===== src/rtl/serial_adder_seq.sv =====
// ============================================================================
// Module   : serial_adder_seq
// Purpose  : Bit-serial adder sequencer; feeds an external 1-bit full-adder
//            cell LSB first and assembles the sum and carry-out.
// Revision : 1.0 - initial release
// ============================================================================
`default_nettype none

module serial_adder_seq #(
   parameter int WIDTH = 8
) (
   input  logic             clk,
   input  logic             rst_n,
   input  logic             start,
   input  logic [WIDTH-1:0] op_a,
   input  logic [WIDTH-1:0] op_b,
   input  logic             cin_in,
   output logic             fa_a,
   output logic             fa_b,
   output logic             fa_cin,
   input  logic             fa_sum,
   input  logic             fa_carry,
   output logic             busy,
   output logic             done,
   output logic [WIDTH-1:0] result,
   output logic             cout
);

   localparam int                C_CNT_W = (WIDTH > 1) ? $clog2(WIDTH) : 1;
   localparam logic [C_CNT_W-1:0] C_LAST = C_CNT_W'(WIDTH - 1);

   typedef enum logic [1:0] {
      S_IDLE = 2'd0,
      S_RUN  = 2'd1,
      S_DONE = 2'd2
   } state_t;

   state_t             r_state;
   state_t             w_next;
   logic [WIDTH-1:0]   r_a_sr;
   logic [WIDTH-1:0]   r_b_sr;
   logic               r_c;
   logic [C_CNT_W-1:0] r_cnt;
   logic [WIDTH-1:0]   r_result;
   logic               r_cout;
   logic               w_run;

   always_ff @(posedge clk or negedge rst_n) begin
      if (!rst_n) begin
         r_state <= S_IDLE;
      end else begin
         r_state <= w_next;
      end
   end

   always_comb begin
      w_next = r_state;
      case (r_state)
         S_IDLE:  if (start) w_next = S_RUN;
         S_RUN:   if (r_cnt == C_LAST) w_next = S_DONE;
         S_DONE:  w_next = S_IDLE;
         default: w_next = S_IDLE;
      endcase
   end

   always_ff @(posedge clk or negedge rst_n) begin
      if (!rst_n) begin
         r_a_sr   <= '0;
         r_b_sr   <= '0;
         r_c      <= 1'b0;
         r_cnt    <= '0;
         r_result <= '0;
         r_cout   <= 1'b0;
      end else begin
         case (r_state)
            S_IDLE: begin
               if (start) begin
                  r_a_sr <= op_a;
                  r_b_sr <= op_b;
                  r_c    <= cin_in;
                  r_cnt  <= '0;
               end
            end
            S_RUN: begin
               // Sum bits enter at the MSB so the first (LSB) bit lands at bit 0 after WIDTH shifts.
               r_result <= {fa_sum, r_result[WIDTH-1:1]};
               r_c      <= fa_carry;
               r_a_sr   <= {1'b0, r_a_sr[WIDTH-1:1]};
               r_b_sr   <= {1'b0, r_b_sr[WIDTH-1:1]};
               r_cnt    <= r_cnt + C_CNT_W'(1);
               if (r_cnt == C_LAST) begin
                  r_cout <= fa_carry;
               end
            end
            default: ;
         endcase
      end
   end

   // Cell drive is gated by registered state only: no path from start/op_*.
   assign w_run  = (r_state == S_RUN);
   assign fa_a   = w_run & r_a_sr[0];
   assign fa_b   = w_run & r_b_sr[0];
   assign fa_cin = w_run & r_c;

   assign busy   = (r_state != S_IDLE);
   assign done   = (r_state == S_DONE);
   assign result = r_result;
   assign cout   = r_cout;

endmodule

`default_nettype wire


===== config.mk =====
export PLATFORM = sky130hd
export DESIGN_NAME = serial_adder_seq
export DESIGN_NICKNAME = d
export VERILOG_FILES = /design/src/rtl/serial_adder_seq.sv
export SDC_FILE = /design/constraint.sdc
export NUM_CORES = 1
export LEC_CHECK = 0
export BUFFER_PORTS_ARGS = -buffer_cell sky130_fd_sc_hd__buf_4
export CAP_MARGIN = 20
export CELL_PAD_IN_SITES_DETAIL_PLACEMENT = 2
export CELL_PAD_IN_SITES_GLOBAL_PLACEMENT = 2
export CORE_UTILIZATION = 34
export DETAILED_ROUTE_END_ITERATION = 10
export PLACE_DENSITY_LB_ADDON = 0.1
export SYNTH_ARGS = -nofsm -noshare
export SYNTH_HDL_FRONTEND = slang
export SYNTH_SLANG_ARGS = --single-unit

===== constraint.sdc =====
create_clock -name clk -period 3.12 [get_ports clk]
set_input_delay 0.624 -clock clk [delete_from_list [all_inputs] [get_ports clk]]
set_output_delay 0.624 -clock clk [all_outputs]
set_load 0.05 [all_outputs]

* Word-level counts from Yosys, hierarchy flattened *
Cells that the tools add are included.

word-level totals
  word-level logic and storage cells = 33
  output and inout port bits = 14
  bits in registers = 31

cells by class
  bitwise operators = 3
  reduce and logical (&&, ||, !) cells = 6
  $add $sub $neg = 1
  multiplexer cells = 11
  eq/ne operators = 5

operators with widths
  cell                                                                     count
  8-bit one-hot mux with 2 select lines                                    2
  8-bit two-way mux                                                        2
  3-bit one-hot mux with 2 select lines                                    1
  2-bit AND reduction                                                      3
  2-bit two-way mux                                                        2
  2-bit one-hot mux with 2 select lines                                    1
  2-bit nonzero test                                                       2
  3-bit by 1-bit adder with 3-bit output, second input constant            1
  1-bit bitwise AND                                                        3
  3-bit equality test, second input constant                               1
  3-bit two-way mux                                                        1
  2-bit by 1-bit equality test with 1-bit output, second input constant    1
  2-bit equality test, second input constant                               1
  2-bit logical NOT                                                        1
  2-bit by 1-bit inequality test with 1-bit output, second input constant  1
  2-bit inequality test, second input constant                             1
  1-bit one-hot mux with 2 select lines                                    1
  1-bit two-way mux                                                        1

* Longest topological paths before layout *
  word-level depth = 3
  mapped depth = 6
  mapped depth without buffers = 5

* Least setup slack after synthesis *
No wires, ideal clock.

  path kind = reg2out
  start = reg r_state[1]
  end = out done
  arrival = 1.336 ns
  cell stages (with the launch flop) = 5
  path buffers = 2
  setup slack = 1.160 ns
  cell sequence = dfrtp_1 > buf_6 > inv_2 > buf_2 > nor2_1

on the way
  longest elaborated chain between the ends = 1

ends and longest elaborated chain
  item                    line  text
  from (decl)             38    state_t r_state;
  from (signal assigned)  52    r_state <= w_next;
  2-bit equality test     107   assign done = (r_state == S_DONE);
  to (decl)               24    output logic done,

No other way between the ends.

* Final worst setup path *
  start = reg r_state[0]
  end = out fa_b

on the way
  longest elaborated chain between the ends = 2

ends and longest elaborated chain
  item                                            line  text
  2-bit by 1-bit equality test with 1-bit output  101   assign w_run = (r_state == S_RUN);
  1-bit bitwise AND                               103   assign fa_b = w_run & r_b_sr[0];
  to (decl)                                       19    output logic fa_b,

No other way between the ends.

==> qor.yml <==
outcome: "finished, final reports clean"
post-cts-setup-buffer-count: 0
slew_viol_final: 0
die_y_um: 67.48
r2r_slack_ns: 1.60
netlist_area_sq_um: 1458
synth_area_leaders: "sky130_fd_sc_hd__dfrtp_1 (53%), sky130_fd_sc_hd__o22ai_1 (12%), sky130_fd_sc_hd__nand2_1 (7.2%)"
clockRootBuffer: "sky130_fd_sc_hd__clkbuf_8"
critical_path.cell_chain: "nor2b_4 -> and2_1 -> buf_4"
seq_power_share_pct: 36.5
grt_setup_unrepaired: "no"
switchingPower_mw: 0.9509
clkTransAtPathRegs_ns: 0.06
antenna_violations_before_repair: 0
tightest_slew_ns: 0.4036
synth_warnings: 0
critPathCaptureType: "output pin"
placement_rows: 23
worst_path_max_delay_cell: "sky130_fd_sc_hd__dfrtp_1"
synth_ff_type: "sky130_fd_sc_hd__dfrtp_1"
worst-path-stages: 3
power_density_relative_to_cell_area_nw_per_um2: 1157
setup_total_negative_slack_ns: 0
cts_tree: "built"
class_of_the_most_critical_setup_path: "flop to output pin"
dp.final_hpwl_um: 2718
drc: 0
gp_congestion: 0.7504
coreArea_sq_um: 4058
critical_path_peak_fanout: 14
synth.top_cells.by_count: "sky130_fd_sc_hd__dfrtp_1 (31), sky130_fd_sc_hd__nand2_1 (28), sky130_fd_sc_hd__o22ai_1 (28), sky130_fd_sc_hd__a21oi_1 (16), sky130_fd_sc_hd__o21ai_0 (5)"
avgSynthCellArea_sq_um: 10.27
vias_per_cell: 5.307
post-route-worst-setup-slack_ns: 0.9311
reg2regPathDepth: 3
power.clock.fraction_pct: 14.7
cp_top_family: "simple AND/OR/NAND/NOR gates"
layout.cell_area.non_filler_sq_um: 1769
preCtsSetupSlack_ns: 1.229
cp.buffers_inverters: 1
timing.critical_path.slowest_cell_delay_ns: 0.52
clk_lat_worst_skew_ns: 0.29
num_io_pins: 36
postSynthNetCount: 166
synth-edff-count: 0
grt.total_usage_pct: 19.18
timing.rr.start: "r_state[0]"
initial_drt_pass_iterations: 4
cp-startpoint: "r_state[0]"
arrival_ns: 1.56
leakage_nw: 0.8285
cp-start-kind: "flop"
fin_nets: 198
worstHoldPathType: "input pin to async pin"
layout_cells_sized_above_1_pct: 29.14
final-hold-violation-count: 0
dpl-instance-area_sq_um: 1688
die_width_um: 67.48
async_flop_share_pct: 100.0
place.port_buffers: 35
comb_power_share_pct: 48.8
clock_skew_ns: 0.007328
route.detailed.wl_per_inst_um: 17.00
cts.htree.levels: 2
initialDrtViolationCount: 71
cts_bufs_inserted: 5
first_global_vias: 1275
overflow_left_after_global_routing: 0
timing.critical_path.required_ns: 2.50
synth_most_common_cell: "sky130_fd_sc_hd__dfrtp_1"
cts_sinks: 31
max_cap_violations: 0
route.antenna.remaining_nets: 0
finalWorstPathRequiredPeriod_ns: 2.189
synth_largest_type_area_fraction_pct: 53.22
floorplan.die_area_sq_um: 4553
synth.lib_cells_used.distinct: 23
maximum_number_of_buffers_from_clock_root_to_sink: 2
synth_area_leader_cell: "sky130_fd_sc_hd__dfrtp_1"
pin_count_of_the_biggest_net_entering_global_routing: 32
route.vias.total: 1194
cts_hold_repair.buffers: 0
slew-limit-headroom_pct: 73.09
areaGrowthSynthToFinish_pct: 21.37
r2r-end: "cout"
max_freq_ghz: 0.4568
cts-resized-gates: 0
start_util_pct: 35.92
worstSetupEndpoint: "fa_b"
setup_viol: 0
ys_ff_latch: 31
wire_length_of_the_first_global_routing_pass_um: 6085
cellInternalPower_mw: 1.097
total_power_consumption_mw: 2.048
wirelength_um: 3824
count_of_mapped_cells_out_of_synthesis: 142
synth_sequential_area_ratio_pct: 53.22
insertedDiodeCount: 0
worst_ir_drop_vdd_uv: 395.6
fillerInstances: 448
netSwitchingFraction_pct: 46.44
finish.utilization_pct: 43.60
fin_crit_sh_pct: 70.16
-- sequential cells by signal, indices dropped and copies added, names as in the netlist --
register,count
r_a_sr,8
r_b_sr,8
result,8
r_cnt,3
r_state,2
cout,1
r_c,1
-- final cells by class --
type / count / area, sq um / share of cell area (%)
Sequential cell: 31 / 775.7 / 43.85
Clock buffer: 7 / 76.32 / 4.314
Inverter: 2 / 7.507 / 0.4243
Tap cell: 50 / 62.56 / 3.536
Timing Repair Buffer: 36 / 270.3 / 15.28
Clock inverter: 1 / 5.005 / 0.2829
Multi-Input combinational cell: 98 / 571.8 / 32.32
-- per-stage QoR --
stage                     hold WS [ns]  instances
after floorplan                 0.3284        142
after global placement          0.4594        217
after detailed placement        0.4713        217
after CTS                       0.2769        225
after global routing            0.2868        225
final                           0.2633        225
-- layer usage --
metal | wire length (um) | up-vias | global-route usage (%) | share of wire [%]
met4 | 80 | 0 | 10.37 | 2.1
met1 | 1672 | 594 | 22.49 | 44
met2 | 1946 | 21 | 32.43 | 51
li1 | - | 572 | - | -
met3 | 124 | 7 | 4.054 | 3.2
met5 | 0 | - | 0 | 0
-- how the worst min path moves through the flow --
stage / start / to / slack (ns)
after floorplan: rst_n / cout / 0.33
after global placement: result[0] / result[0] / 0.46
after detailed placement: r_cnt[0] / r_cnt[0] / 0.47
after CTS: rst_n / r_b_sr[6] / 0.28
after global routing: rst_n / r_b_sr[4] / 0.29
final: rst_n / r_b_sr[4] / 0.26
-- layout by cell type (no fill, tap or decap) --
master	netlist	layout
sky130_fd_sc_hd__a21oi_1	16	16
sky130_fd_sc_hd__a22o_1	2	2
sky130_fd_sc_hd__and2_1	3	3
sky130_fd_sc_hd__and2_4	1	1
sky130_fd_sc_hd__buf_4	3	36
sky130_fd_sc_hd__clkbuf_1	0	2
sky130_fd_sc_hd__clkbuf_8	0	5
sky130_fd_sc_hd__clkinv_2	0	1
sky130_fd_sc_hd__dfrtp_1	31	31
sky130_fd_sc_hd__ha_1	2	2
sky130_fd_sc_hd__inv_1	1	1
sky130_fd_sc_hd__inv_2	1	1
sky130_fd_sc_hd__mux2_4	1	1
sky130_fd_sc_hd__nand2_1	28	28
sky130_fd_sc_hd__nand2b_4	2	2
sky130_fd_sc_hd__nor2_1	3	3
sky130_fd_sc_hd__nor2b_1	2	2
sky130_fd_sc_hd__nor2b_4	1	1
sky130_fd_sc_hd__o21ai_0	5	5
sky130_fd_sc_hd__o21ai_1	1	1
sky130_fd_sc_hd__o22ai_1	28	28
sky130_fd_sc_hd__o22ai_2	2	2
sky130_fd_sc_hd__or2_2	1	1
-- logic make-up (layout without fill, tap and decap cells) --
kind of cell | count (synthesis) | count (layout) | share of synthesized area [%]
and+or+nand+nor | 41 | 41 | 13.99
muxes | 1 | 1 | 1.030
buffers and inverters | 13 | 46 | 7.553
adders and majority gates | 2 | 2 | 1.716
AOI/OAI and AO/OA | 54 | 54 | 22.49
DFF | 31 | 31 | 53.22
-- worst register-to-register path: cells and delay by family, from the launching register on --
family,cells,cell delay (ns)
flip-flops,1,0.52
multiplexers,1,0.29
AND/OR/NAND/NOR,2,0.61
-- power groups by stage --
stage                     Clock (mW)  Combinational [mW]  Sequential [mW]
after floorplan                    0               0.639            0.879
after global placement             0               0.965            0.741
after detailed placement           0                1.01            0.755
after CTS                      0.314                1.02            0.749
after global routing           0.326                1.09            0.772
final                          0.301                1.00            0.747
(Power assumes the default switching activity.)
